File: config.mk
export PLATFORM = sky130hd
export DESIGN_NAME = piso_serializer
export DESIGN_NICKNAME = d
export VERILOG_FILES = /design/src/rtl/piso_serializer.sv
export SDC_FILE = /design/constraint.sdc
export NUM_CORES = 1
export LEC_CHECK = 0
export ABC_CLOCK_PERIOD_IN_PS = 1500
export BUFFER_PORTS_ARGS = -buffer_cell sky130_fd_sc_hd__buf_2
export CAP_MARGIN = 20
export CORE_AREA = 2 2 39 41
export CTS_CLUSTER_DIAMETER = 80
export DETAILED_ROUTE_END_ITERATION = 10
export DIE_AREA = 0 0 41 43
export MAX_ROUTING_LAYER = met4
export PLACE_DENSITY_LB_ADDON = 0.25
export SETUP_SLACK_MARGIN = 0.2
export SYNTH_ARGS = -nofsm -noshare
export SYNTH_HDL_FRONTEND = slang
export SYNTH_SLANG_ARGS = --single-unit
File: constraint.sdc
create_clock -name clk -period 1.5 [get_ports clk]
set_input_delay 0.15 -clock clk [delete_from_list [all_inputs] [get_ports clk]]
set_output_delay 0.15 -clock clk [all_outputs]
set_load 0.1 [all_outputs]
File: src/rtl/piso_serializer.sv
// Parallel-in serial-out serializer, MSB first, valid/ready word input.
// Feeds a downstream SIPO in the same clock domain; words stream gap-free.
module piso_serializer #(
  parameter int WIDTH = 4
) (
  input  logic             clk,
  input  logic             rst,
  input  logic             in_valid,
  input  logic [WIDTH-1:0] in_data,
  output logic             in_ready,
  input  logic             ser_en,
  output logic             ser_data,
  output logic             ser_valid,
  output logic             ser_last
);

  localparam int CW = (WIDTH > 2) ? $clog2(WIDTH) : 1;
  localparam logic [CW-1:0] LAST = CW'(WIDTH - 1);

  typedef enum logic {
    IDLE  = 1'b0,
    SHIFT = 1'b1
  } state_t;

  state_t           r_state;
  logic [WIDTH-1:0] r_shreg;
  logic [CW-1:0]    r_cnt;

  logic w_last;
  logic w_accept;

  assign w_last   = (r_state == SHIFT) && (r_cnt == LAST);
  assign in_ready = (r_state == IDLE) || (w_last && ser_en);
  assign w_accept = in_valid && in_ready;

  assign ser_data  = r_shreg[WIDTH-1];
  assign ser_valid = (r_state == SHIFT);
  assign ser_last  = w_last;

  // Accept takes priority so a reload on the last bit leaves no idle cycle.
  always_ff @(posedge clk or negedge rst) begin
    if (!rst) begin
      r_state <= IDLE;
      r_shreg <= '0;
      r_cnt   <= '0;
    end else if (w_accept) begin
      r_state <= SHIFT;
      r_shreg <= in_data;
      r_cnt   <= '0;
    end else if (r_state == SHIFT && ser_en) begin
      if (w_last) begin
        r_state <= IDLE;
        r_shreg <= '0;
        r_cnt   <= '0;
      end else begin
        r_shreg <= {r_shreg[WIDTH-2:0], 1'b0};
        r_cnt   <= r_cnt + 1'b1;
      end
    end
  end

endmodule

; ---- Word-level counts from Yosys, hierarchy flattened
; Cells that the tools add are included.
; W data, S select, Z words.
[word_totals]
regBits = 7
in_bits = 8
out_inout_bits = 4
wordCells = 23
[classes]
addsub = 1
eq_ne = 1
mux = 9
bitwise_logic = 1
n_reduce_logical = 8
[op_table]
columns = cell, n
row1 = $mux W4, 3
row2 = $mux W2, 3
row3 = $logic_and A1 B1 Y1, 4
row4 = $reduce_bool A2 Y1, 2
row5 = $mux W1, 3
row6 = $add A2 B1 Y2 const B, 1
row7 = $eq A2 B2 Y1 const B, 1
row8 = $reduce_and A2 Y1, 1
row9 = $logic_or A1 B1 Y1, 1
row10 = $not A1 Y1, 1

; ---- Longest topological paths before layout
; Gate-level depths: netlist of the first run.
[depth]
word_depth = 7
depth_mapped = 4

; ---- Least setup slack after synthesis of the first run
; OpenSTA, ideal clock, no wires.
[synth_timing]
kind = reg-to-output
startpoint = register r_state, in the netlist ser_valid
endpoint = output port ser_last
arrival_time_ns = 1.855
required_ns = 1.350
slack_ns = -0.505
stages_incl_launch_ff = 2
n_path_buf = 0
cell_sequence = dfrtp_1 and2_1
[synth_between]
elab_chain_cells = 1
[synth_lines]
columns = item, line_no
row1 = from (decl), 25  ; state_t r_state;
row2 = from (signal assigned), 43  ; r_state <= IDLE;
row3 = from (signal assigned), 47  ; r_state <= SHIFT;
row4 = from (signal assigned), 52  ; r_state <= IDLE;
row5 = $logic_and A1 B1 Y1, 32  ; assign w_last = (r_state == SHIFT) && (r_cnt == LAST);
row6 = to (decl), 14  ; output logic ser_last
; Every way passes these cells.

; ---- Final worst setup path of the first run
[layout_timing]
startpoint = register r_cnt[0]
endpoint = output port in_ready
[layout_between]
elab_chain_cells = 4
[layout_lines]
columns = item, line_no
row1 = from (decl), 27  ; logic [CW-1:0] r_cnt;
row2 = from (signal assigned), 57  ; r_cnt <= r_cnt + 1'b1;
row3 = $eq A2 B2 Y1, 32
row4 = $logic_and A1 B1 Y1, 32
row5 = $logic_and A1 B1 Y1, 33  ; assign in_ready = (r_state == IDLE) || (w_last && ser_en);
row6 = $logic_or A1 B1 Y1, 33
row7 = to (decl), 10  ; output logic in_ready,
; Every way passes these cells.

==> results of run 1 <==
-- worst max-delay path: stages, from the launching register on --
cell and delay, ns:
dfrtp_1 0.41, ha_4 0.18, a21boi_4 0.16, clkinvlp_4 0.12, buf_12 0.17
-- registers in the layout, summed over array words and instances, names as in the netlist --
register	flops
r_cnt	2
r_shreg	4
ser_valid	1
-- per-layer routing --
| layer | up-vias | routed length, um | GRT usage, % |
|---|---|---|---|
| li1 | 150 | - | - |
| met3 | 0 | 40 | 1.57 |
| met2 | 12 | 345 | 14.1 |
| met5 | - | 0 | - |
| met4 | 0 | 0 | 8.00 |
| met1 | 134 | 439 | 17.2 |
-- metrics by stage --
step	hold WS (ns)	cells	power, mW	worst slack (ns)	instance area, um^2
after floorplan	-0.146	27	0.689	0.0119	350
after global placement	-0.00844	56	0.820	0.172	455
after detailed placement	-0.00739	56	0.831	0.139	455
after CTS	0.134	63	1.10	0.0299	531
after global routing	0.141	66	1.23	-0.00542	576
final	0.138	66	1.17	0.0539	576
-- cells by family after synthesis --
| group | count (synthesis) | share of synthesized area (%) |
|---|---|---|
| DFF | 7 | 51.3 |
| and+or+nand+nor | 10 | 21.3 |
| muxes | 1 | 2.93 |
| AOI/OAI and AO/OA | 7 | 19.8 |
| buffers and inverters | 1 | 1.10 |
| adders and majority gates | 1 | 3.66 |
-- path summary, 6_finish.rpt --
kind | from | endpoint | slack (ns) | depth (start not counted)
hold / removal | in_data[2] | r_shreg[2]$_DFFE_PN0P_ | 0.14 | 2
setup / recovery | r_cnt[0]$_DFFE_PN0P_ | in_ready | 0.05 | 4
setup reg to reg | r_cnt[0]$_DFFE_PN0P_ | r_shreg[1]$_DFFE_PN0P_ | 0.05 | 6
min in group asynchronous | rst | ser_valid$_DFFE_PN0P_ | 0.26 | 2
max in group asynchronous | rst | ser_valid$_DFFE_PN0P_ | 1.06 | 2
hold reg to reg | r_shreg[0]$_DFFE_PN0P_ | r_shreg[0]$_DFFE_PN0P_ | 0.50 | 1
-- synthesized netlist by cell type --
cell,count
nor2b_2,1
inv_1,1
o21ai_0,2
a22o_1,1
mux2i_1,1
a21boi_4,1
dfrtp_1,7
ha_1,1
nand2_1,2
a221o_1,3
or2_2,1
nand2b_1,1
and2_1,1
nand3b_1,1
and4b_1,3
-- layout make-up --
cell class / instances / share of cell area [%]
Timing Repair Buffer: 19 / 27.4
Inverter: 1 / 1.30
Tap cell: 16 / 3.48
Multi-Input combinational cell: 19 / 32.2
Clock buffer: 4 / 4.57
Sequential cell: 7 / 31.1
-- repair_timing --
| action | in CTS | in global routing |
|---|---|---|
| hold buffers | 1 | 0 |
| endpoints found under the setup margin | 5 | 8 |
| buffers inserted | 2 | 3 |
| pin swaps | 2 | 2 |
| resized for setup | 6 | 8 |
| endpoints found under the hold margin | 7 | 0 |
-- report_power, final --
| group | internal (mW) | total [mW] | switching (mW) |
|---|---|---|---|
| Sequential | 0.258 | 0.311 | 0.0535 |
| Combinational | 0.305 | 0.687 | 0.382 |
| Clock | 0.102 | 0.171 | 0.0696 |
| Total | 0.665 | 1.17 | 0.505 |
==> results_dict.tcl, run 1 <==
set metrics [dict create \
    status "completed" \
    tns_ns 0 \
    cp_max_fo 2 \
    htree_levels 1 \
    p_leak_nw 0.285 \
    worstPathArrival_ns 1.30 \
    hold_path_class "in -> reg" \
    cts_tree "yes" \
    synth.area.top_cells "dfrtp_1 51%, a221o_1 8.8%, and4b_1 8.8%" \
    post-synth-top-area-fraction_pct 51.3 \
    rsz0062_at_grt "yes" \
    mostFrequentLayoutCell "buf_2" \
    insertion_delay_ns 0.25 \
    ant_nets 0 \
    rows 14 \
    wire_per_inst_um 12.5 \
    dieArea_um2 1760 \
    fin_util_pct 41.6 \
    ys_ff_latch 7 \
    cts-root-buf "clkbuf_4" \
    p_per_area_nw_per_um2 2030 \
    cts_buffer_depth 2 \
    skew_ns 0.00116 \
    peakVddDrop_mv 1.06 \
    avgSynthCellArea_um2 12.7 \
    grt_pass1_vias 299 \
    worstSetupStartpointType "register" \
    ys_warn_count 0 \
    drtIter0Drc 13 \
    finalWorstPathRequiredPeriod_ns 1.45 \
    multi_input_area_um2 185 \
    gp_congestion 0.690 \
    max_freq_mhz 692 \
    ys_seq_area_share_pct 51.3 \
    port-buffer-count 11 \
    worstPathRequired_ns 1.35 \
    slew_headroom_pct 67.9 \
    io_pins 12 \
    die_h_um 43 \
    max_cap_viol_count 0 \
    grt.overflow.total 0 \
    path_class "reg -> out" \
    place.detailed.hpwl_um 602 \
    core_area_um2 1380 \
    grt_pass1_wl_um 1320 \
    wirelength_um 825 \
    setup_violations 0 \
    cts_buffers 3 \
    path_clk_slew_ns 0.05 \
    yosysTopAreaCell "dfrtp_1" \
    yosysUniqueCellTypes 15 \
    grt_max_degree 9 \
    drive_above_1_share_pct 56.0 \
    diodes 0 \
    worst_slew_pin_slew_ns 0.485 \
    timing.final.crit_share_pct 96.4 \
    cts.sinks 7 \
    drcViolationCount 0 \
    syn_nets 36 \
    via_count 296 \
    die_w_um 41 \
    end_kind "output pin" \
    fillers 134 \
    hold_viol_final 0 \
    viasPerCell 4.48 \
    slew_viol_final 0 \
    antenna_found_initial 0 \
    seq_area_um2 179 \
    synth_area_um2 342 \
    layout.nets 60 \
    grtUsageTotal_pct 11.6 \
    syn-instance-count 27 \
    initial_utilization_pct 24.7 \
    firstDrtPassIters 4 \
    final_cell_mix "8 x buf_2, 6 x buf_4, 6 x dfrtp_1" \
    syn_to_final_growth_pct 68.5 \
]
(Power assumes the default switching activity.)
==> run 2: changes to the inputs <==
--- a/config.mk
+++ b/config.mk
@@ -14,7 +14,7 @@
 export DIE_AREA = 0 0 41 43
 export MAX_ROUTING_LAYER = met4
 export PLACE_DENSITY_LB_ADDON = 0.25
-export SETUP_SLACK_MARGIN = 0.2
+export SETUP_SLACK_MARGIN = 0.5
 export SYNTH_ARGS = -nofsm -noshare
 export SYNTH_HDL_FRONTEND = slang
 export SYNTH_SLANG_ARGS = --single-unit
==> run 2 against run 1 <==
Against the previous run:
- core utilization rose by 3.3 points
- die area did not move
- sequential share of layout area fell by 2.1 points
- final cell count rose by 3.0%
- clock-buffer cell count did not move
- combinational power rose by 7.9%
- first-iteration DRC count fell by 92%
- largest power group unchanged
- register-to-register slack improved by 0.06 ns
- sequential power rose by 2%
- critical endpoint unchanged
- non-clock buffer count rose by 2
==> results_dict.tcl, run 2 (same netlist as run 1, synthesis figures left out) <==
set metrics [dict create \
    worstReg2RegStart "r_cnt[1]$_DFFE_PN0P_" \
    fillers 133 \
    r2r_end "r_shreg[2]$_DFFE_PN0P_" \
    grt_pass1_wl_um 1530 \
    path_class "reg -> out" \
    io_pins 12 \
    die_h_um 43 \
    insertion_delay_ns 0.25 \
    max_cap_viol_count 0 \
    fin_util_pct 44.8 \
    worstPathRequired_ns 1.35 \
    htree_levels 1 \
    wirelength_um 859 \
    path_clk_slew_ns 0.05 \
    hold_depth 2 \
    die_w_um 41 \
    worst_slew_pin_slew_ns 0.284 \
    cts-root-buf "clkbuf_4" \
    place.detailed.hpwl_um 558 \
    worstSetupStartpointType "register" \
    dp_slack_ns 0.102 \
    crit_start "r_cnt[1]$_DFFE_PN0P_" \
    drive_above_1_share_pct 61.5 \
    final_cell_count_no_fill 68 \
    grt_pass1_vias 357 \
    fin_area_um2 621 \
    status "completed" \
    crit_slowest_cell "dfrtp_1" \
    viasPerCell 4.65 \
    layout.nets 62 \
    dp_cells 55 \
    max_freq_mhz 682 \
    firstDrtPassIters 3 \
    slew_headroom_pct 80.7 \
    slowest_delay_ns 0.41 \
    port-buffer-count 11 \
    crit_path_end "in_ready" \
    crit_chain "ha_4 -> a21boi_4 -> clkinvlp_4 -> buf_12" \
    cts.sinks 7 \
    grtUsageTotal_pct 13.9 \
    largest_reg_flops 4 \
    p_per_area_nw_per_um2 1990 \
    cp_num_buf_inv 2 \
    drtIter0Drc 1 \
    drcViolationCount 0 \
    via_count 316 \
    timing.final.crit_share_pct 97.7 \
    hold_path_class "in -> reg" \
    diodes 0 \
    finalPower_mw 1.23 \
    reg2regPathDepth 5 \
    grt_max_degree 8 \
    setup_violations 0 \
    top_register "r_shreg" \
    core_area_um2 1380 \
    cts_tree "yes" \
    rsz0062_at_grt "yes" \
    rows 14 \
    worstPathArrival_ns 1.32 \
    r2r_setup_slack_ns 0.11 \
    cp_max_fo 2 \
    setup_ws_ns 0.0342 \
    end_kind "output pin" \
    cts_buffers 3 \
    ant_nets 0 \
    antenna_found_initial 0 \
    multi_input_area_um2 186 \
    finalWorstPathRequiredPeriod_ns 1.47 \
    hold_viol_final 0 \
    postPlaceCellArea_um2 449 \
    peakVddDrop_mv 0.816 \
    syn_to_final_growth_pct 81.7 \
    slew_viol_final 0 \
    gp_congestion 0.802 \
    initial_utilization_pct 24.7 \
    p_leak_nw 0.296 \
    wire_per_inst_um 12.6 \
    cp.depth 4 \
    cp_top_family "flip-flops" \
    final_cell_mix "7 x buf_2, 7 x buf_4, 5 x dfrtp_1, 4 x buf_12" \
    dieArea_um2 1760 \
    skew_ns 0.00140 \
    grt.overflow.total 0 \
    seq_area_um2 180 \
    cts_buffer_depth 2 \
]
run 2: worst reg2reg max path, stage by stage (launching register included):
cell and delay [ns]:
dfrtp_1 0.41, ha_4 0.19, a21boi_4 0.16, buf_4 0.15, nor2b_4 0.05, a221o_1 0.31
run 2: worst min-delay path by stage:
stage / startpoint / to / slack, ns
global route: in_data[0] / r_shreg[0]$_DFFE_PN0P_ / 0.13
CTS: in_data[0] / r_shreg[0]$_DFFE_PN0P_ / 0.12
finish: in_data[0] / r_shreg[0]$_DFFE_PN0P_ / 0.13
floorplan: rst / r_cnt[0]$_DFFE_PN0P_ / -0.15
global placement: rst / r_shreg[2]$_DFFE_PN0P_ / -0.006
detailed placement: rst / r_shreg[1]$_DFFE_PN0P_ / -0.006
run 2: power by group:
group	internal (mW)	leakage (nW)	switching, mW
combinational	0.353	0.194	0.387
clock	0.102	0.0150	0.0759
sequential	0.259	0.0863	0.0572
run 2: stage by stage:
step | hold WS [ns] | setup TNS [ns]
final | 0.130 | 0
after global placement | -0.00642 | 0
after floorplan | -0.146 | 0
after CTS | 0.120 | 0
after global routing | 0.129 | -0.0277
after detailed placement | -0.00572 | 0
run 2: layout make-up:
class                           instances  area share [%]
Multi-Input combinational cell         19            30.0
Inverter                                1            1.21
Tap cell                               16            3.23
Clock buffer                            4            4.23
Sequential cell                         7            29.0
Timing Repair Buffer                   21            32.3
run 2: metal layers:
metal,GRT usage [%],part of all wire (%),vias up
met5,-,0,-
met4,6.00,0.81,0
met3,7.85,6.5,2
met2,19.4,49,11
met1,15.9,44,149
li1,-,-,154
run 2: repair_timing:
| item | CTS | global route |
|---|---|---|
| hold buffers | 1 | 0 |
| hold endpoints to repair | 7 | 0 |
| setup buffers | 7 | 1 |
| setup endpoints to repair | 11 | 11 |
| gates resized for setup | 18 | 2 |
| pin swaps | 2 | 2 |
